### src/rtl/pipeline_hazard_ctrl_pkg.sv
// Shared definitions for the pipeline hazard controller: FSM encoding and
// the instruction loaded by the pipeline registers on a flush.
package pipeline_hazard_ctrl_pkg;

  typedef enum logic {
    RUN      = 1'b0,
    MDU_WAIT = 1'b1
  } state_t;

  // addi x0, x0, 0 -- the canonical RV32I NOP
  localparam logic [31:0] NOP_INSTR = 32'h0000_0013;

endpackage

### src/rtl/pipeline_hazard_ctrl_sat_counter.sv
// Saturating up-counter used for the stall/flush performance counters.
module sat_counter #(
  parameter int CNT_W = 16
) (
  input  logic             CLK,
  input  logic             RESET,
  input  logic             INC,
  output logic [CNT_W-1:0] COUNT
);

  always_ff @(posedge CLK or posedge RESET) begin
    if (RESET)
      COUNT <= '0;
    else if (INC && (COUNT != {CNT_W{1'b1}}))
      COUNT <= COUNT + 1'b1;
  end

endmodule

### src/rtl/pipeline_hazard_ctrl.sv
// Stall/flush sequencer for the 5-stage pipeline: memory freezes, EX
// redirects, MUL/DIV waits and load-use bubbles, plus perf counters.
module pipeline_hazard_ctrl
  import pipeline_hazard_ctrl_pkg::*;
#(
  parameter int CNT_W = 16
) (
  input  logic             CLK,
  input  logic             RESET,
  input  logic [4:0]       RS1_ID,
  input  logic [4:0]       RS2_ID,
  input  logic             RS1_USE_ID,
  input  logic             RS2_USE_ID,
  input  logic [4:0]       RD_IDEX,
  input  logic             MEMREAD_IDEX,
  input  logic             BRANCH_TAKEN_EX,
  input  logic             MDU_OP_IDEX,
  input  logic             MDU_DONE,
  input  logic             MEM_BUSYWAIT,
  input  logic             IMEM_BUSYWAIT,
  output logic             PC_HOLD,
  output logic             IFID_HOLD,
  output logic             IFID_FLUSH,
  output logic             IDEX_HOLD,
  output logic             IDEX_FLUSH,
  output logic             EXMEM_BUBBLE,
  output logic             MDU_START,
  output logic [CNT_W-1:0] STALL_CNT,
  output logic [CNT_W-1:0] FLUSH_CNT
);

  state_t state, state_nxt;
  logic   freeze;
  logic   load_use;

  assign freeze   = MEM_BUSYWAIT | IMEM_BUSYWAIT;
  assign load_use = MEMREAD_IDEX && (RD_IDEX != 5'd0) &&
                    ((RS1_USE_ID && (RS1_ID == RD_IDEX)) ||
                     (RS2_USE_ID && (RS2_ID == RD_IDEX)));

  always_ff @(posedge CLK or posedge RESET) begin
    if (RESET)
      state <= RUN;
    else
      state <= state_nxt;
  end

  // A frozen pipe keeps every hazard in place, so the FSM simply waits.
  always_comb begin
    state_nxt = state;
    if (!freeze) begin
      case (state)
        RUN:      if (!BRANCH_TAKEN_EX && MDU_OP_IDEX) state_nxt = MDU_WAIT;
        MDU_WAIT: if (MDU_DONE)                        state_nxt = RUN;
        default:  state_nxt = RUN;
      endcase
    end
  end

  // Outputs are gated by RESET so an in-flight MDU wait releases immediately.
  always_comb begin
    PC_HOLD      = 1'b0;
    IFID_HOLD    = 1'b0;
    IFID_FLUSH   = 1'b0;
    IDEX_HOLD    = 1'b0;
    IDEX_FLUSH   = 1'b0;
    EXMEM_BUBBLE = 1'b0;
    MDU_START    = 1'b0;
    if (!RESET) begin
      if (freeze) begin
        PC_HOLD   = 1'b1;
        IFID_HOLD = 1'b1;
        IDEX_HOLD = 1'b1;
      end else begin
        case (state)
          RUN: begin
            if (BRANCH_TAKEN_EX) begin
              IFID_FLUSH = 1'b1;
              IDEX_FLUSH = 1'b1;
            end else if (MDU_OP_IDEX) begin
              MDU_START    = 1'b1;
              PC_HOLD      = 1'b1;
              IFID_HOLD    = 1'b1;
              IDEX_HOLD    = 1'b1;
              EXMEM_BUBBLE = 1'b1;
            end else if (load_use) begin
              PC_HOLD    = 1'b1;
              IFID_HOLD  = 1'b1;
              IDEX_FLUSH = 1'b1;
            end
          end
          MDU_WAIT: begin
            if (!MDU_DONE) begin
              PC_HOLD      = 1'b1;
              IFID_HOLD    = 1'b1;
              IDEX_HOLD    = 1'b1;
              EXMEM_BUBBLE = 1'b1;
            end
          end
          default: ;
        endcase
      end
    end
  end

  sat_counter #(.CNT_W(CNT_W)) u_stall_cnt (
    .CLK   (CLK),
    .RESET (RESET),
    .INC   (PC_HOLD),
    .COUNT (STALL_CNT)
  );

  sat_counter #(.CNT_W(CNT_W)) u_flush_cnt (
    .CLK   (CLK),
    .RESET (RESET),
    .INC   (IFID_FLUSH),
    .COUNT (FLUSH_CNT)
  );

endmodule

### config.mk
export PLATFORM = sky130hd
export DESIGN_NAME = pipeline_hazard_ctrl
export DESIGN_NICKNAME = d
export VERILOG_FILES = /design/src/rtl/pipeline_hazard_ctrl_pkg.sv /design/src/rtl/pipeline_hazard_ctrl_sat_counter.sv /design/src/rtl/pipeline_hazard_ctrl.sv
export SDC_FILE = /design/constraint.sdc
export NUM_CORES = 1
export LEC_CHECK = 0
export CAP_MARGIN = 20
export CORE_MARGIN = 2
export CORE_UTILIZATION = 49
export CTS_BUF_LIST = sky130_fd_sc_hd__clkbuf_8 sky130_fd_sc_hd__clkbuf_16
export CTS_CLUSTER_SIZE = 24
export DETAILED_ROUTE_END_ITERATION = 7
export PLACE_DENSITY = 0.85
export SLEW_MARGIN = 40
export SYNTH_ARGS = -nofsm -noshare
export SYNTH_HDL_FRONTEND = slang
export SYNTH_SLANG_ARGS = --single-unit
### constraint.sdc
create_clock -name CLK -period 3.6 [get_ports CLK]
set_input_delay 0.72 -clock CLK [delete_from_list [all_inputs] [get_ports CLK]]
set_output_delay 0.72 -clock CLK [all_outputs]
set_load 0.01 [all_outputs]
==> results of run 1 <==
[where the power goes]
group | total (mW) | switching [mW] | internal [mW]
clock network | 0.356 | 0.133 | 0.223
registers | 0.484 | 0.0664 | 0.417
logic | 0.288 | 0.120 | 0.168
[final cells by class]
| class | instances | area (um^2) |
|---|---|---|
| clock buffers | 6 | 82.6 |
| clock inverters | 2 | 33.8 |
| fillers | 284 | 967 |
| inverters | 7 | 26.3 |
| multi-input cells | 133 | 1040 |
| flip-flops and latches | 33 | 826 |
| well taps | 48 | 60.1 |
| repair buffers | 69 | 676 |
[worst min-delay path by stage]
stage	from	end	cells after the start
global placement	u_stall_cnt.COUNT[9]$_DFFE_PP0P_	u_stall_cnt.COUNT[9]$_DFFE_PP0P_	1
floorplan	u_stall_cnt.COUNT[13]$_DFFE_PP0P_	u_stall_cnt.COUNT[13]$_DFFE_PP0P_	1
global route	u_stall_cnt.COUNT[13]$_DFFE_PP0P_	u_stall_cnt.COUNT[13]$_DFFE_PP0P_	1
CTS	u_stall_cnt.COUNT[9]$_DFFE_PP0P_	u_stall_cnt.COUNT[9]$_DFFE_PP0P_	1
finish	u_stall_cnt.COUNT[9]$_DFFE_PP0P_	u_stall_cnt.COUNT[9]$_DFFE_PP0P_	1
detailed placement	u_stall_cnt.COUNT[9]$_DFFE_PP0P_	u_stall_cnt.COUNT[9]$_DFFE_PP0P_	1
[layer usage]
layer  track usage [%]  vias up  share of wire, %
li1                  -      780                 -
met1              25.8      795                43
met2              38.8       36                52
met3              4.56        5               4.1
met4              6.12        0              0.98
met5                 0        -                 0
[worst reg2reg max path: stages, from the launching register on]
cell and delay, ns:
dfrtp_1 0.43, ha_1 0.24, and3_1 0.23, nand4_1 0.12, a2bb2oi_2 0.34, buf_4 0.27
nand4_1 0.13, xnor2_1 0.15
[cell families after synthesis]
group,synth area share (%)
xor+xnor,17.7
compound gates,7.79
mux,1.17
buf+inv,2.92
fa+ha+maj,1.30
flops,42.9
simple gates,26.2
[through the flow]
step           cell area, um^2  util, %  instances  hold WS, ns  setup slack [ns]
2_1_floorplan             1930        -        176        0.519             0.697
3_3_place_gp              2630     70.8        290        0.476             0.131
3_5_place_dp              2630     70.8        290        0.484            0.0999
4_1_cts                   2750     74.0        298        0.496            0.0904
5_1_grt                   2750     74.0        298        0.517            0.0335
6_report                  2750     74.0        298        0.496            0.0756
[registers in the layout, summed over array words and instances (netlist names)]
name / flops
u_flush_cnt.COUNT: 16
state: 1
u_stall_cnt.COUNT: 16
[cell usage in the layout, fill, tap and decap left out, types with 2 or more instances in the layout]
| cell | netlist | routed |
|---|---|---|
| clkdlybuf4s50_1 | 0 | 63 |
| xnor2_1 | 33 | 33 |
| dfrtp_1 | 33 | 33 |
| nand4_1 | 13 | 13 |
| and3_1 | 12 | 12 |
| nand3_2 | 10 | 10 |
| inv_1 | 7 | 8 |
| nor2_1 | 8 | 8 |
| nand2_1 | 7 | 7 |
| nand3_1 | 6 | 6 |
| xor2_1 | 6 | 6 |
| clkbuf_8 | 0 | 6 |
| buf_4 | 1 | 6 |
| nor3_1 | 5 | 5 |
| and4_1 | 3 | 3 |
| nor2_2 | 3 | 3 |
| mux2_1 | 2 | 2 |
| a21oi_1 | 2 | 2 |
| ha_1 | 2 | 2 |
==> results.cfg, run 1 <==
[floorplanning]
die_x_um = 66.7
die_area_um2 = 4450
fp-row-count = 22
ios = 64
die_h_um = 66.7
initial_utilization_pct = 51.9
core_area_um2 = 3720

[placement]
dp_hpwl_mm = 3.31
place_congestion = 0.812
io_buffers = 63

[timing]
post-route-min-period_ns = 3.52
drv_slew = 0
rsz0062_at_grt = false
post-route-period-util_pct = 97.9
relSlewSlack_pct = 73.3
setup_viol = 0
max_freq_mhz = 284
worst_pin_slew_ns = 0.398
hold_viol_final = 0
finClkSkew_ns = 0.00544
fin_tns_setup_ns = 0

[critical_path]
regToRegSetupSlack_ns = 1.59
rr_startpoint = u_stall_cnt.COUNT[0]$_DFFE_PP0P_
path_class = input port to output port
crit_fanout = 2
crit_end = IDEX_FLUSH
cp.required_ns = 2.88
crit_path_max_incr_delay_ns = 0.57
crit_arrival_ns = 2.80
critPathSlowestCell = or4_1
reg2reg_to = u_stall_cnt.COUNT[14]$_DFFE_PP0P_
r2r_cells = 7
cp-startpoint = RD_IDEX[1]
crit_buf_inv = 2
path_depth = 6
critPathTopFamily = simple AND/OR/NAND/NOR gates
cp-start-kind = input port
path_cells = clkdlybuf4s50_1, or4_1, or2_0, and4b_1, o21a_1, clkdlybuf4s50_1
cp-end-kind = output port
path_common_cell = clkdlybuf4s50_1

[drt]
vias = 1616
avgViaCountPerCell = 5.42
detail-route-antenna-nets = 0
wirelength_mm = 4.29
wire_per_inst_um = 14.4
drt_first_iter_violations = 97
drc_errors = 0
drtPass1Iterations = 4

[clock_tree]
post_cts_buffers = 0
clock-sinks = 33
clock_path_buffers = 2
cts-root-buf = clkbuf_8
cts_tree = done
clkLatencyLatePin_ns = 0.29
ctsResizeCount = 0
cts_made_buffers = 5
path_clk_slew_ns = 0.06
hold_buffers = 0
htreeDepth = 2

[synthesis]
synth_top_cell_by_area = dfrtp_1
synth-edff-count = 0
synthArstFlopShare_pct = 100
syn_area_per_cell_um2 = 10.9
yosysSeqAreaShare_pct = 42.9
synth_top_area_share_pct = 42.9
synth_nets = 203
synthCells = 176
yosysWarnings = 0
synth_area_leaders = dfrtp_1, xnor2_1, nand3_2
ys.flop_type = dfrtp_1
synth_area_um2 = 1930
ys_ff_latch = 33
ys_top_cells_by_count = dfrtp_1, xnor2_1, nand4_1, and3_1, nand3_2
yosysUniqueCellTypes = 39

[final_layout]
drive_above_1_share_pct = 14.0
area_growth_pct = 42.7
antenna_cells = 0
nets = 276

[global_routing]
antenna_found_initial = 0
grt_pass1_vias = 1568
grt_overflow = 0
globalRouteTotalUtil_pct = 21.6
grt_start_max_net_pins = 34
grt_pass1_wl_mm = 7.22

[outcome]
outcome = complete, no violations

[flow_run]
maxCapViolations = 0

[hold_path]
hp-class = flip-flop to flip-flop

[power_and_ir_drop]
ir_worst_vdd_mv = 0.251
p_per_area_nw_per_um2 = 410
p_leak_nw = 1.13
total_power_mw = 1.13
(Power assumes the default switching activity.)
==> run 2: changes to the inputs <==
- CORE_ASPECT_RATIO: not set -> 0.9
- CORE_MARGIN: 2 -> 8
- CORE_UTILIZATION: 49 -> 46
- PLACE_DENSITY: 0.85 -> 0.8
- clock period: 3.6 -> 3.9 ns (I/O delays scaled with it)
==> results.cfg, run 2 (synthesis gave the netlist of run 1 again) <==
[floorplanning]
core_area_um2 = 4050
fp-row-count = 22
ios = 64
die_x_um = 84.2
die_area_um2 = 6520
initial_utilization_pct = 47.6
die_h_um = 77.4

[clock_tree]
cts_tree = done
clock_path_buffers = 2
post_cts_buffers = 0
path_clk_slew_ns = 0.07
cts-root-buf = clkbuf_8
clkLatencyLatePin_ns = 0.29
hold_buffers = 0
cts_made_buffers = 5
clock-sinks = 33
htreeDepth = 2
ctsResizeCount = 0

[drt]
drtPass1Iterations = 4
drt_first_iter_violations = 55
wirelength_mm = 4.75
detail-route-antenna-nets = 0
drc_errors = 0
vias = 1599
wire_per_inst_um = 16.1
avgViaCountPerCell = 5.42

[critical_path]
path_class = input port to output port
crit_arrival_ns = 2.95
rr_startpoint = u_stall_cnt.COUNT[0]$_DFFE_PP0P_
path_cells = clkdlybuf4s50_1, or4_1, or2_0, and4b_1, o21a_1, clkdlybuf4s50_1
cp-startpoint = RD_IDEX[1]
path_common_cell = clkdlybuf4s50_1
critPathSlowestCell = or4_1
crit_fanout = 3
cp-start-kind = input port
crit_path_max_incr_delay_ns = 0.58
cp-end-kind = output port
cp.required_ns = 3.12

[placement]
dp_hpwl_mm = 3.61
place_congestion = 0.776
io_buffers = 63
post-place-ws_ns = 0.196

[timing]
finClkSkew_ns = 0.00505
hold_viol_final = 0
relSlewSlack_pct = 71.0
fin_tns_setup_ns = 0
setup_viol = 0
max_freq_mhz = 268
post-route-period-util_pct = 95.6
rsz0062_at_grt = false
worst_pin_slew_ns = 0.432
drv_slew = 0
post-route-min-period_ns = 3.73
worst_slack_ns = 0.171

[power_and_ir_drop]
power_frac_comb_pct = 24.3
p_per_area_nw_per_um2 = 398
clkPwrFrac_pct = 35.1
swShare_pct = 27.5
ir_worst_vdd_mv = 0.294
p_sw_mw = 0.301
p_int_mw = 0.792
p_leak_nw = 1.12
power.share.sequential_pct = 40.6

[final_layout]
drive_above_1_share_pct = 13.4
area_growth_pct = 42.4
nets = 273
final_common_cell = clkdlybuf4s50_1
antenna_cells = 0
layout_common_cells = clkdlybuf4s50_1, xnor2_1, dfrtp_1
nFillCells = 327
reg_top3 = u_flush_cnt.COUNT: 16 flops, u_stall_cnt.COUNT: 16 flops, state: 1 flops

[global_routing]
grt_pass1_wl_mm = 8.21
globalRouteTotalUtil_pct = 14.9
grt_pass1_vias = 1757
antenna_found_initial = 0
grt_start_max_net_pins = 34
grt_overflow = 0

[outcome]
outcome = complete, no violations

[hold_path]
min_from = u_stall_cnt.COUNT[13]$_DFFE_PP0P_
hp-class = flip-flop to flip-flop

[flow_run]
maxCapViolations = 0
run 2: metrics by stage:
step / util, % / instance area, um^2 / hold WS [ns] / instances / power, mW
6_report: 67.8 / 2740 / 0.494 / 295 / 1.09
5_1_grt: 67.8 / 2740 / 0.514 / 295 / 1.16
4_1_cts: 67.8 / 2740 / 0.502 / 295 / 1.10
3_5_place_dp: 64.5 / 2610 / 0.487 / 287 / 0.720
3_3_place_gp: 64.5 / 2610 / 0.480 / 287 / 0.714
2_1_floorplan: - / 1930 / 0.519 / 176 / 0.569
run 2: final cells by class:
class | instances | area [um^2] | share of cell area (%)
Inverter | 7 | 26.3 | 0.958
Sequential cell | 33 | 826 | 30.1
Multi-Input combinational cell | 133 | 1040 | 38.1
Clock inverter | 3 | 65.1 | 2.37
Clock buffer | 5 | 68.8 | 2.51
Tap cell | 48 | 60.1 | 2.19
Timing Repair Buffer | 66 | 653 | 23.8
run 2: layer usage:
layer | up-vias | routed length (um) | track usage, %
met1 | 776 | 2090 | 18.1
met3 | 7 | 322 | 5.43
met2 | 40 | 2300 | 24.1
met5 | - | 0 | 0
met4 | 0 | 44 | 4.14
li1 | 776 | - | -
run 2: path summary, 6_finish.rpt:
| path | endpoint | slack (ns) | cells after the start |
|---|---|---|---|
| worst max-delay path | IDEX_FLUSH | 0.17 | 6 |
| worst min-delay path | u_stall_cnt.COUNT[13]$_DFFE_PP0P_ | 0.49 | 1 |
| worst max register to register | u_stall_cnt.COUNT[9]$_DFFE_PP0P_ | 1.95 | 7 |
| worst min register to register | u_stall_cnt.COUNT[13]$_DFFE_PP0P_ | 0.49 | 1 |
| max in group asynchronous | u_flush_cnt.COUNT[3]$_DFFE_PP0P_ | 2.51 | 3 |
| min in group asynchronous | u_stall_cnt.COUNT[11]$_DFFE_PP0P_ | 1.09 | 3 |
run 2: power groups by stage:
stage | Combinational [mW] | Clock (mW) | Sequential (mW)
4_1_cts | 0.271 | 0.387 | 0.444
3_3_place_gp | 0.264 | 0 | 0.449
6_report | 0.266 | 0.383 | 0.444
5_1_grt | 0.295 | 0.410 | 0.457
2_1_floorplan | 0.111 | 0 | 0.458
3_5_place_dp | 0.270 | 0 | 0.450
run 2: worst max-delay path, delay by kind of cell:
kind | cells | cell delay (ns)
AOI/OAI and AO/OA | 1 | 0.17
buffers and inverters | 2 | 0.95
and+or+nand+nor | 3 | 1.04
==> run 3: changes to the inputs <==
- SETUP_SLACK_MARGIN: not set -> 0.15
- clock period: 3.9 -> 3.5 ns (I/O delays scaled with it)
==> results.cfg, run 3 (synthesis gave the netlist of run 1 again) <==
[clock_tree]
clock-sinks = 33
cts_tree = done
cts_made_buffers = 5
cts-root-buf = clkbuf_8
hold_buffers = 0
clock_path_buffers = 2
clkLatencyLatePin_ns = 0.28
htreeDepth = 2
path_clk_slew_ns = 0.07

[critical_path]
crit_arrival_ns = 2.60
crit_path_max_incr_delay_ns = 0.55
critPathSlowestCell = or4_4
path_class = input port to output port
crit_fanout = 2
critPathTopFamily = simple AND/OR/NAND/NOR gates
path_cells = clkdlybuf4s50_1, or4_4, or2_1, and4b_1, o21a_1, dlygate4sd2_1
crit_buf_inv = 2
cp-start-kind = input port
cp-end-kind = output port
cp.required_ns = 2.80

[drt]
wirelength_mm = 4.49
drtPass1Iterations = 4
wire_per_inst_um = 15.0
drc_errors = 0
vias = 1597
avgViaCountPerCell = 5.34
drt_first_iter_violations = 30
detail-route-antenna-nets = 0

[global_routing]
grt_use_met1_pct = 15.5
globalRouteTotalUtil_pct = 13.6
grt_overflow = 0
grt.busiest_layer = met2
grt_pass1_vias = 1655
gr-usage-met2_pct = 22.6
antenna_found_initial = 0
grt_use_met3_pct = 5.22
grt_pass1_wl_mm = 7.44
grt_start_max_net_pins = 34

[power_and_ir_drop]
power.share.sequential_pct = 44.6
ir_worst_vdd_mv = 0.290
swShare_pct = 29.7
p_leak_nw = 1.14
clkPwrFrac_pct = 28.4
power_frac_comb_pct = 27.0
total_power_mw = 1.11
p_int_mw = 0.780
p_sw_mw = 0.330
p_per_area_nw_per_um2 = 403

[timing]
worst_slack_ns = 0.205
holdWs_ns = 0.501
relSlewSlack_pct = 64.4
post-route-period-util_pct = 94.2
post-route-min-period_ns = 3.30
setup_viol = 0
rsz0062_at_grt = false
worst_pin_slew_ns = 0.532
max_freq_mhz = 303
finClkSkew_ns = 0.00500
hold_viol_final = 0
drv_slew = 0
fin_tns_setup_ns = 0

[final_layout]
area_growth_pct = 42.9
drive_above_1_share_pct = 15.1
final_cells = 299
reg_top3 = u_flush_cnt.COUNT: 16 flops, u_stall_cnt.COUNT: 16 flops, state: 1 flops
final_util_pct = 68.0
final_common_cell = clkdlybuf4s50_1
post-route-cell-area_um2 = 2750
layout_common_cells = clkdlybuf4s50_1, xnor2_1, dfrtp_1
antenna_cells = 0
nets = 277
nFillCells = 316

[placement]
post-place-ws_ns = 0.0131
placed_area_um2 = 2640
io_buffers = 63
dp_cells = 291
place_congestion = 0.763
dp_hpwl_mm = 3.48

[floorplanning]
initial_utilization_pct = 47.6
core_area_um2 = 4050
fp-row-count = 22
die_h_um = 77.4
ios = 64
die_x_um = 84.2
die_area_um2 = 6520

[hold_path]
hp-class = flip-flop to flip-flop

[flow_run]
maxCapViolations = 0

[outcome]
outcome = complete, no violations
[run 3: cell types whose count changed in the layout (fill, tap and decap cells not counted), sizes merged]
| cell | previous run | this run |
|---|---|---|
| buf | 3 | 7 |
| dlygate4sd2 | 0 | 3 |
| clkbuf | 5 | 7 |
| bufinv | 2 | 0 |
| clkdlybuf4s50 | 63 | 60 |
[run 3: metal layers]
layer  up-vias  part of all wire (%)
li1        778                     -
met1       775                    45
met2        39                    48
met3         5                   6.7
met4         0                  0.89
met5         -                     0
[run 3: power by group through the flow]
stage | Combinational, mW | Clock (mW) | Sequential (mW)
after floorplan | 0.124 | 0 | 0.511
after global placement | 0.297 | 0 | 0.501
after detailed placement | 0.304 | 0 | 0.500
after CTS | 0.304 | 0.323 | 0.494
after global routing | 0.327 | 0.345 | 0.504
final | 0.299 | 0.315 | 0.495
[run 3: repair_timing]
item	4_1_cts	5_1_grt
gates resized for setup	3	2
setup endpoints to repair	3	1
gates cloned	0	0
buffers inserted	0	0
[run 3: path summary, 6_finish.rpt]
kind / startpoint / end / slack [ns] / cells after the start
max: RD_IDEX[1] / IDEX_FLUSH / 0.20 / 6
min: u_stall_cnt.COUNT[13]$_DFFE_PP0P_ / u_stall_cnt.COUNT[13]$_DFFE_PP0P_ / 0.50 / 1
max reg2reg: u_stall_cnt.COUNT[0]$_DFFE_PP0P_ / u_stall_cnt.COUNT[1]$_DFFE_PP0P_ / 1.40 / 6
min reg2reg: u_stall_cnt.COUNT[13]$_DFFE_PP0P_ / u_stall_cnt.COUNT[13]$_DFFE_PP0P_ / 0.50 / 1
max in group asynchronous: RESET / u_flush_cnt.COUNT[13]$_DFFE_PP0P_ / 2.22 / 3
min in group asynchronous: RESET / u_flush_cnt.COUNT[3]$_DFFE_PP0P_ / 0.99 / 3
[run 3: layout make-up]
type	instances	area, um^2	share of cell area [%]
multi-input combinational	133	1060	38.5
sequential	33	826	30.0
timing repair buffer	70	679	24.7
clock buffer	7	96.3	3.50
tap	48	60.1	2.18
inverter	7	26.3	0.955
clock inverter	1	5.00	0.182
